`src/rtl/demux_pkg.sv`:
```
// Shared types and default widths for the 1:2 stream demultiplexer.
package demux_pkg;

    localparam int unsigned DEMUX_N     = 32;
    localparam int unsigned DEMUX_CNT_W = 16;

    typedef enum logic [1:0] {
        SLOT_EMPTY = 2'd0,
        SLOT_ONE   = 2'd1,
        SLOT_FULL  = 2'd2
    } slot_state_e;

endpackage

```
`src/rtl/demux_skid_slot.sv`:
```
// Two-entry skid slot: head register drives the output, skid register absorbs
// the beat accepted while the head is stalled.
module demux_skid_slot
    import demux_pkg::*;
#(
    parameter int unsigned N = DEMUX_N
) (
    input  logic         clk,
    input  logic         rst_n,
    input  logic         push,
    input  logic [N-1:0] din,
    input  logic         pop,
    output logic         full,
    output logic         valid,
    output logic [N-1:0] dout
);

    slot_state_e  state_q, state_d;
    logic [N-1:0] head_q, head_d;
    logic [N-1:0] skid_q, skid_d;
    logic         valid_q, full_q;

    // Next-state and data movement; push never arrives while FULL.
    always_comb begin
        state_d = state_q;
        head_d  = head_q;
        skid_d  = skid_q;
        case (state_q)
            SLOT_EMPTY: begin
                if (push) begin
                    state_d = SLOT_ONE;
                    head_d  = din;
                end
            end
            SLOT_ONE: begin
                if (push && pop) begin
                    head_d = din;
                end else if (push) begin
                    state_d = SLOT_FULL;
                    skid_d  = din;
                end else if (pop) begin
                    state_d = SLOT_EMPTY;
                end
            end
            SLOT_FULL: begin
                if (pop) begin
                    state_d = SLOT_ONE;
                    head_d  = skid_q;
                end
            end
            default: state_d = SLOT_EMPTY;
        endcase
    end

    always_ff @(posedge clk or negedge rst_n) begin
        if (!rst_n) begin
            state_q <= SLOT_EMPTY;
            head_q  <= '0;
            skid_q  <= '0;
            valid_q <= 1'b0;
            full_q  <= 1'b0;
        end else begin
            state_q <= state_d;
            head_q  <= head_d;
            skid_q  <= skid_d;
            valid_q <= (state_d != SLOT_EMPTY);
            full_q  <= (state_d == SLOT_FULL);
        end
    end

    assign valid = valid_q;
    assign full  = full_q;
    assign dout  = head_q;

endmodule

```
`src/rtl/stream_demux_1to2.sv`:
```
// 1:2 valid/ready stream demultiplexer with a skid slot per output.
// Optional per-port delivered-beat counters under DEMUX_CNT_EN.
module stream_demux_1to2
    import demux_pkg::*;
#(
    parameter int unsigned N = DEMUX_N
`ifdef DEMUX_CNT_EN
    ,
    parameter int unsigned CNT_W = DEMUX_CNT_W
`endif
) (
    input  logic         clk,
    input  logic         rst_n,
    input  logic         in_valid,
    output logic         in_ready,
    input  logic [N-1:0] in_data,
    input  logic         in_sel,
    output logic         out1_valid,
    input  logic         out1_ready,
    output logic [N-1:0] out1_data,
    output logic         out2_valid,
    input  logic         out2_ready,
    output logic [N-1:0] out2_data
`ifdef DEMUX_CNT_EN
    ,
    output logic [CNT_W-1:0] cnt1,
    output logic [CNT_W-1:0] cnt2
`endif
);

    logic full0, full1;
    logic push0, push1;
    logic pop0, pop1;

    // Ready comes only from slot state, never from the consumer readies.
    assign in_ready = in_sel ? !full1 : !full0;
    assign push0    = in_valid && in_ready && !in_sel;
    assign push1    = in_valid && in_ready && in_sel;
    assign pop0     = out1_valid && out1_ready;
    assign pop1     = out2_valid && out2_ready;

    demux_skid_slot #(.N(N)) u_slot0 (
        .clk   (clk),
        .rst_n (rst_n),
        .push  (push0),
        .din   (in_data),
        .pop   (pop0),
        .full  (full0),
        .valid (out1_valid),
        .dout  (out1_data)
    );

    demux_skid_slot #(.N(N)) u_slot1 (
        .clk   (clk),
        .rst_n (rst_n),
        .push  (push1),
        .din   (in_data),
        .pop   (pop1),
        .full  (full1),
        .valid (out2_valid),
        .dout  (out2_data)
    );

`ifdef DEMUX_CNT_EN
    // Delivered-beat counters, wrapping at 2^CNT_W.
    always_ff @(posedge clk or negedge rst_n) begin
        if (!rst_n) begin
            cnt1 <= '0;
            cnt2 <= '0;
        end else begin
            if (pop0) cnt1 <= cnt1 + CNT_W'(1);
            if (pop1) cnt2 <= cnt2 + CNT_W'(1);
        end
    end
`endif

endmodule
```
`config.mk`:
```
export PLATFORM = sky130hd
export DESIGN_NAME = stream_demux_1to2
export DESIGN_NICKNAME = d
export VERILOG_FILES = /design/src/rtl/demux_pkg.sv /design/src/rtl/demux_skid_slot.sv /design/src/rtl/stream_demux_1to2.sv
export SDC_FILE = /design/constraint.sdc
export NUM_CORES = 1
export LEC_CHECK = 0
export ABC_AREA = 1
export ABC_CLOCK_PERIOD_IN_PS = 3900
export BUFFER_PORTS_ARGS = -buffer_cell sky130_fd_sc_hd__buf_2
export CORE_MARGIN = 2
export CORE_UTILIZATION = 30
export DETAILED_ROUTE_END_ITERATION = 12
export SYNTH_ARGS = -nofsm -noshare
export SYNTH_HDL_FRONTEND = slang
export SYNTH_HIERARCHICAL = 1
export SYNTH_SLANG_ARGS = --single-unit
```
`constraint.sdc`:
```
create_clock -name clk -period 3.9 [get_ports clk]
set_input_delay 0.195 -clock clk [delete_from_list [all_inputs] [get_ports clk]]
set_output_delay 0.195 -clock clk [all_outputs]
set_load 0.01 [all_outputs]
```
Yosys cells after proc, flatten, opt, wreduce, memory -nomap -nowiden
Index checks and enable logic that the tools add are counted.
{"block": "op_classes", "n_eq_ne": 12, "n_mux": 21, "bitwise_logic": 2, "reduce_logical": 20}
{"cell": "$mux W32", "n": 6}
{"cell": "$pmux W32 S3", "n": 2}
{"cell": "$mux W2", "n": 10}
{"cell": "$ne A2 B1 Y1 const B", "n": 6}
{"cell": "$pmux W2 S3", "n": 2}
{"cell": "$eq A2 B2 Y1 const B", "n": 4}
{"cell": "$reduce_and A4 Y1", "n": 2}
{"cell": "$logic_and A1 B1 Y1", "n": 7}
{"cell": "$reduce_and A3 Y1", "n": 2}
{"cell": "$reduce_bool A3 Y1", "n": 2}
{"cell": "$eq A2 B1 Y1 const B", "n": 2}
{"cell": "$logic_not A2 Y1", "n": 2}
{"cell": "$reduce_bool A2 Y1", "n": 2}
{"cell": "$logic_not A1 Y1", "n": 3}
{"cell": "$not A1 Y1", "n": 2}
{"cell": "$mux W1", "n": 1}
{"block": "totals", "ff_bits": 136, "input_bits": 38, "output_inout_bits": 67}

Logic depth before layout (Yosys ltp)
{"block": "depth", "ltp_word": 8, "ltp_mapped": 9}

Hierarchy
Netlist, hierarchy kept.
{"module": "demux_skid_slot", "n_inst": 2, "cells_per_inst": 404, "area_per_inst_um2": 3156.8, "seq_area_each_um2": 1701.6}
{"module": "stream_demux_1to2", "n_inst": 1, "cells_per_inst": 13, "area_per_inst_um2": 53.8, "seq_area_each_um2": 0.0}

Worst setup path after synthesis
Ideal clock, no wire load.
{"block": "synth_timing", "path_type": "register to register", "startpoint": "register u_slot1.full_q (netlist: u_slot1/full)", "endpoint": "register u_slot1.head_q[10] (netlist: u_slot1/dout[10])", "setup_time_ps": 116, "arrival_time_ps": 1121, "t_required_ps": 3784, "setup_slack_ps": 2663, "stages_incl_launch_ff": 10, "n_path_buf": 1, "cell_sequence": "dfrtp_1 > inv_1 > nand2_1 > nor2_1 > nor2_1 > nor2_2 > nand2_4 > buf_4 > nand2_1 > nand2_1"}
{"block": "synth_between", "elab_chain_len": 7, "elab_cells_between_ends": 8}
{"item": "from (decl)", "line": "demux_skid_slot.sv:21", "text": "logic valid_q, full_q;"}
{"item": "from (signal assigned)", "line": "demux_skid_slot.sv:67", "text": "full_q <= (state_d == SLOT_FULL);"}
{"item": "$logic_not A1 Y1 *", "line": "stream_demux_1to2.sv:36", "text": "assign in_ready = in_sel ? !full1 : !full0;"}
{"item": "$mux W1 *", "line": "stream_demux_1to2.sv:36"}
{"item": "$logic_and A1 B1 Y1 * (2 in a row)", "line": "stream_demux_1to2.sv:38", "text": "assign push1 = in_valid && in_ready && in_sel;"}
{"item": "net push1", "line": "stream_demux_1to2.sv:32", "text": "logic push0, push1;"}
{"item": "$logic_and A1 B1 Y1", "line": "demux_skid_slot.sv:36", "text": "if (push && pop) begin"}
{"item": "$ne A2 B1 Y1 (no line)"}
{"item": "$reduce_and A4 Y1 (no line) *"}
{"item": "to (signal assigned)", "line": "demux_skid_slot.sv:58", "text": "head_q <= '0;"}
{"item": "to (signal assigned)", "line": "demux_skid_slot.sv:64", "text": "head_q <= head_d;"}
{"item": "to (decl)", "line": "demux_skid_slot.sv:19", "text": "logic [N-1:0] head_q, head_d;"}
Mark *: on every way through the listed nets, which the timed path passes. The rest lies on a longest branch.
A chain may end at the register's enable or synchronous reset.

Final worst setup path
{"block": "layout_timing", "startpoint": "register u_slot0.state_q[1]", "endpoint": "register u_slot0.valid_q (netlist: u_slot0/valid)"}
{"block": "layout_between", "elab_chain_len": 5, "elab_cells_between_ends": 10}
{"item": "from (decl)", "line": "demux_skid_slot.sv:18", "text": "slot_state_e state_q, state_d;"}
{"item": "from (signal assigned)", "line": "demux_skid_slot.sv:63", "text": "state_q <= state_d;"}
{"item": "$mux W2", "line": "demux_skid_slot.sv:41", "text": "end else if (pop) begin"}
{"item": "$mux W2", "line": "demux_skid_slot.sv:38", "text": "end else if (push) begin"}
{"item": "$mux W2", "line": "demux_skid_slot.sv:36"}
{"item": "$pmux W2 S3 *", "line": "demux_skid_slot.sv:28", "text": "case (state_q)"}
{"item": "net u_slot0.state_d[1]", "line": "demux_skid_slot.sv:18"}
{"item": "$reduce_bool A2 Y1 *", "line": "demux_skid_slot.sv:66", "text": "valid_q <= (state_d != SLOT_EMPTY);"}
{"item": "to (signal assigned)", "line": "demux_skid_slot.sv:66"}
{"item": "to (decl)", "line": "demux_skid_slot.sv:21"}
Marks and branches as above.

==> results.yml <==
floorplan:
  fp.coreArea_sq_um: 20960
  fp.dieH_microns: 149.7
  floorplan.initialDensity_pct: 30.39
  fp-row-count: 53
  design.portCount: 105
  dieArea_sq_um: 22410
  die_w_microns: 149.7
clock_tree:
  cts_resized: 0
  postCtsSetupBuffers: 0
  cts_sinks: 136
  cts_tree: "built"
  htreeDepth: 4
  clk_pin_slew_worst_paths_ns: 0.06
  ctsLongestPathBuffers: 2
  cts_made_buffers: 17
  root_buffer: "clkbuf_16"
  clk_latency_ns: 0.43
  postCtsHoldBufs: 1
sta:
  slew_violations: 0
  finalWorstSetupSlack_ns: 1.796
  setup_tns_ns: 0
  max_clock_freq_ghz: 0.4753
  final.setup_skew_ns: 0.007163
  setup_viol: 0
  min_period_ns: 2.104
  max_slew_margin_pct: 40.39
  period_share_pct: 53.95
  hold_viol_final: 0
  worstMarginPinSlew_ns: 0.8920
  grt_setup_unrepaired: "false"
cells_and_area:
  fill_cells: 2306
  utilization_pct: 35.70
  design_area_sq_um: 7481
  drive_gt1_share_pct: 17.14
  synthToLayoutAreaGrowth_pct: 17.49
  nNetsFinal: 941
  final_cells: 1191
  antenna_cells: 0
drt:
  route.detailed.drc: 0
  postRouteAntennaNets: 0
  wire_per_inst_microns: 14.22
  wl_mm: 16.94
  drt_first_pass_iters: 7
  vias: 5318
  first_iter_violations: 384
  viasPerCell: 4.465
global_routing:
  grt_max_degree: 71
  grt_usage_pct: 15.99
  grt_pass1_wl_mm: 27.96
  overflow: 0
  grt_pass1_vias: 5291
  antenna_found_initial: 0
synth:
  yosysSeqAreaShare_pct: 53.45
  synth_fp_nets: 859
  syn_area_sq_um: 6367
  yosys_warnings: 6
  syn_area_per_cell_sq_um: 7.756
  synth_cell_types: 15
  ys_ff_latch: 136
  yosysTopAreaCellShare_pct: 53.45
  synthTopCellsByArea: "dfrtp_1 (53%), nand2_1 (31%), nand3_1 (5.3%)"
  yosys.area.top_type: "dfrtp_1"
  synthCells: 821
placement:
  post_dp_cell_area_sq_um: 6885
  port_buffers: 104
  hpwl_mm: 10.74
  routabilityCongestion: 0.7781
  pre_cts_ws_ns: 1.823
  numPlacedInstances: 1158
worst_setup_path:
  cp-start-kind: "flop"
  worstPathMaxFanout: 34
  crit_type: "flop to flop"
  cp.arrival_ns: 2.46
  worstSetupEndpointType: "flop"
  required_ns: 4.25
power_and_ir_drop:
  power_density_nw_per_um2: 831.3
  p_leak_uw: 0.004305
  vdd_drop_max_v: 0.0003210
run:
  drv_cap: 0
hold_path:
  min_path_type: "input port to flop"
outcome:
  status: "complete, no violations"
[critical path, stage by stage (launching register included)]
cell and delay (ns):
dfrtp_1 0.51, nor2_4 0.76, nand2_4 0.43, nand2_1 0.21, inv_1 0.05, nand3_1 0.06
[synthesized netlist by cell type]
cell      number
inv_2          6
nor2_2         3
nand2_1      528
buf_6         18
buf_4         14
clkinv_1       1
dfrtp_1      136
inv_1         11
nor2_4         6
nand3_1       68
nand2_2        1
nor2_1         7
buf_2         12
nand2_4        6
o21ai_1        4
[placed cells by master, fill, tap and decap left out, types with 2 or more instances in the layout]
cell,netlist,final
nand2_1,528,528
dfrtp_1,136,136
buf_2,12,103
nand3_1,68,68
clkbuf_16,0,17
inv_1,11,11
nor2_1,7,7
inv_2,6,6
nand2_4,6,6
nor2_4,6,6
clkinv_2,0,5
clkbuf_8,0,4
o21ai_1,4,4
nor2_2,3,3
clkbuf_1,0,3
bufinv_16,0,2
buf_4,14,2
[per-layer routing]
layer | vias to the layer above | global-route usage [%] | wire length, microns
li1 | 2675 | - | -
met1 | 2479 | 22.07 | 8103
met2 | 147 | 24.79 | 7612
met3 | 17 | 3.963 | 953
met4 | 0 | 5.000 | 266
met5 | - | 0 | 0
[power breakdown]
group | switching, uW | total [uW] | internal (uW)
clock | 603 | 1610 | 1000
combinational | 1470 | 2180 | 712
sequential | 364 | 2430 | 2070
[cell families after synthesis]
| group | after synthesis | synth area share, % |
|---|---|---|
| compound gates | 4 | 0.3144 |
| simple gates | 619 | 39.40 |
| flops | 136 | 53.45 |
| buf+inv | 62 | 6.838 |
[registers in the layout (all words and copies together) (netlist names)]
signal and count:
u_slot1/valid 1, u_slot0/valid 1, u_slot1/dout 32, u_slot1/skid_q 32
u_slot1/full 1, u_slot0/dout 32, u_slot0/skid_q 32, u_slot0/full 1
u_slot0/state_q 2, u_slot1/state_q 2
[worst paths after layout]
check	startpoint	endpoint	slack, ns	depth (start not counted)
setup / recovery	u_slot0/state_q[1]$_DFF_PN0_	u_slot0/valid$_DFF_PN0_	1.80	5
hold reg to reg	u_slot0/skid_q[31]$_DFFE_PN0P_	u_slot0/skid_q[31]$_DFFE_PN0P_	0.47	2
setup reg to reg	u_slot0/state_q[1]$_DFF_PN0_	u_slot0/valid$_DFF_PN0_	1.80	5
min in group asynchronous	rst_n	u_slot1/dout[1]$_DFFE_PN0P_	0.35	2
max in group asynchronous	rst_n	u_slot1/dout[10]$_DFFE_PN0P_	2.62	3
hold / removal	in_data[16]	u_slot0/skid_q[16]$_DFFE_PN0P_	0.05	3
[layout make-up]
class	instances	area [sq um]	share of cell area, %
Multi-Input combinational cell	623	2529	33.80
Timing Repair Buffer	107	551.8	7.376
Clock buffer	24	491.7	6.573
Sequential cell	136	3403	45.49
Inverter	18	67.56	0.9032
Tap cell	275	344.1	4.599
Clock inverter	8	93.84	1.254
[through the flow]
stage / hold WS, ns / total power [uW]
after floorplan: -0.1006 / 4030
after global placement: 0.2580 / 4610
after detailed placement: 0.2639 / 4659
after CTS: 0.04061 / 6309
after global routing: 0.04953 / 6745
final: 0.05241 / 6219
No activity file was read; power rests on OpenSTA's default activity.
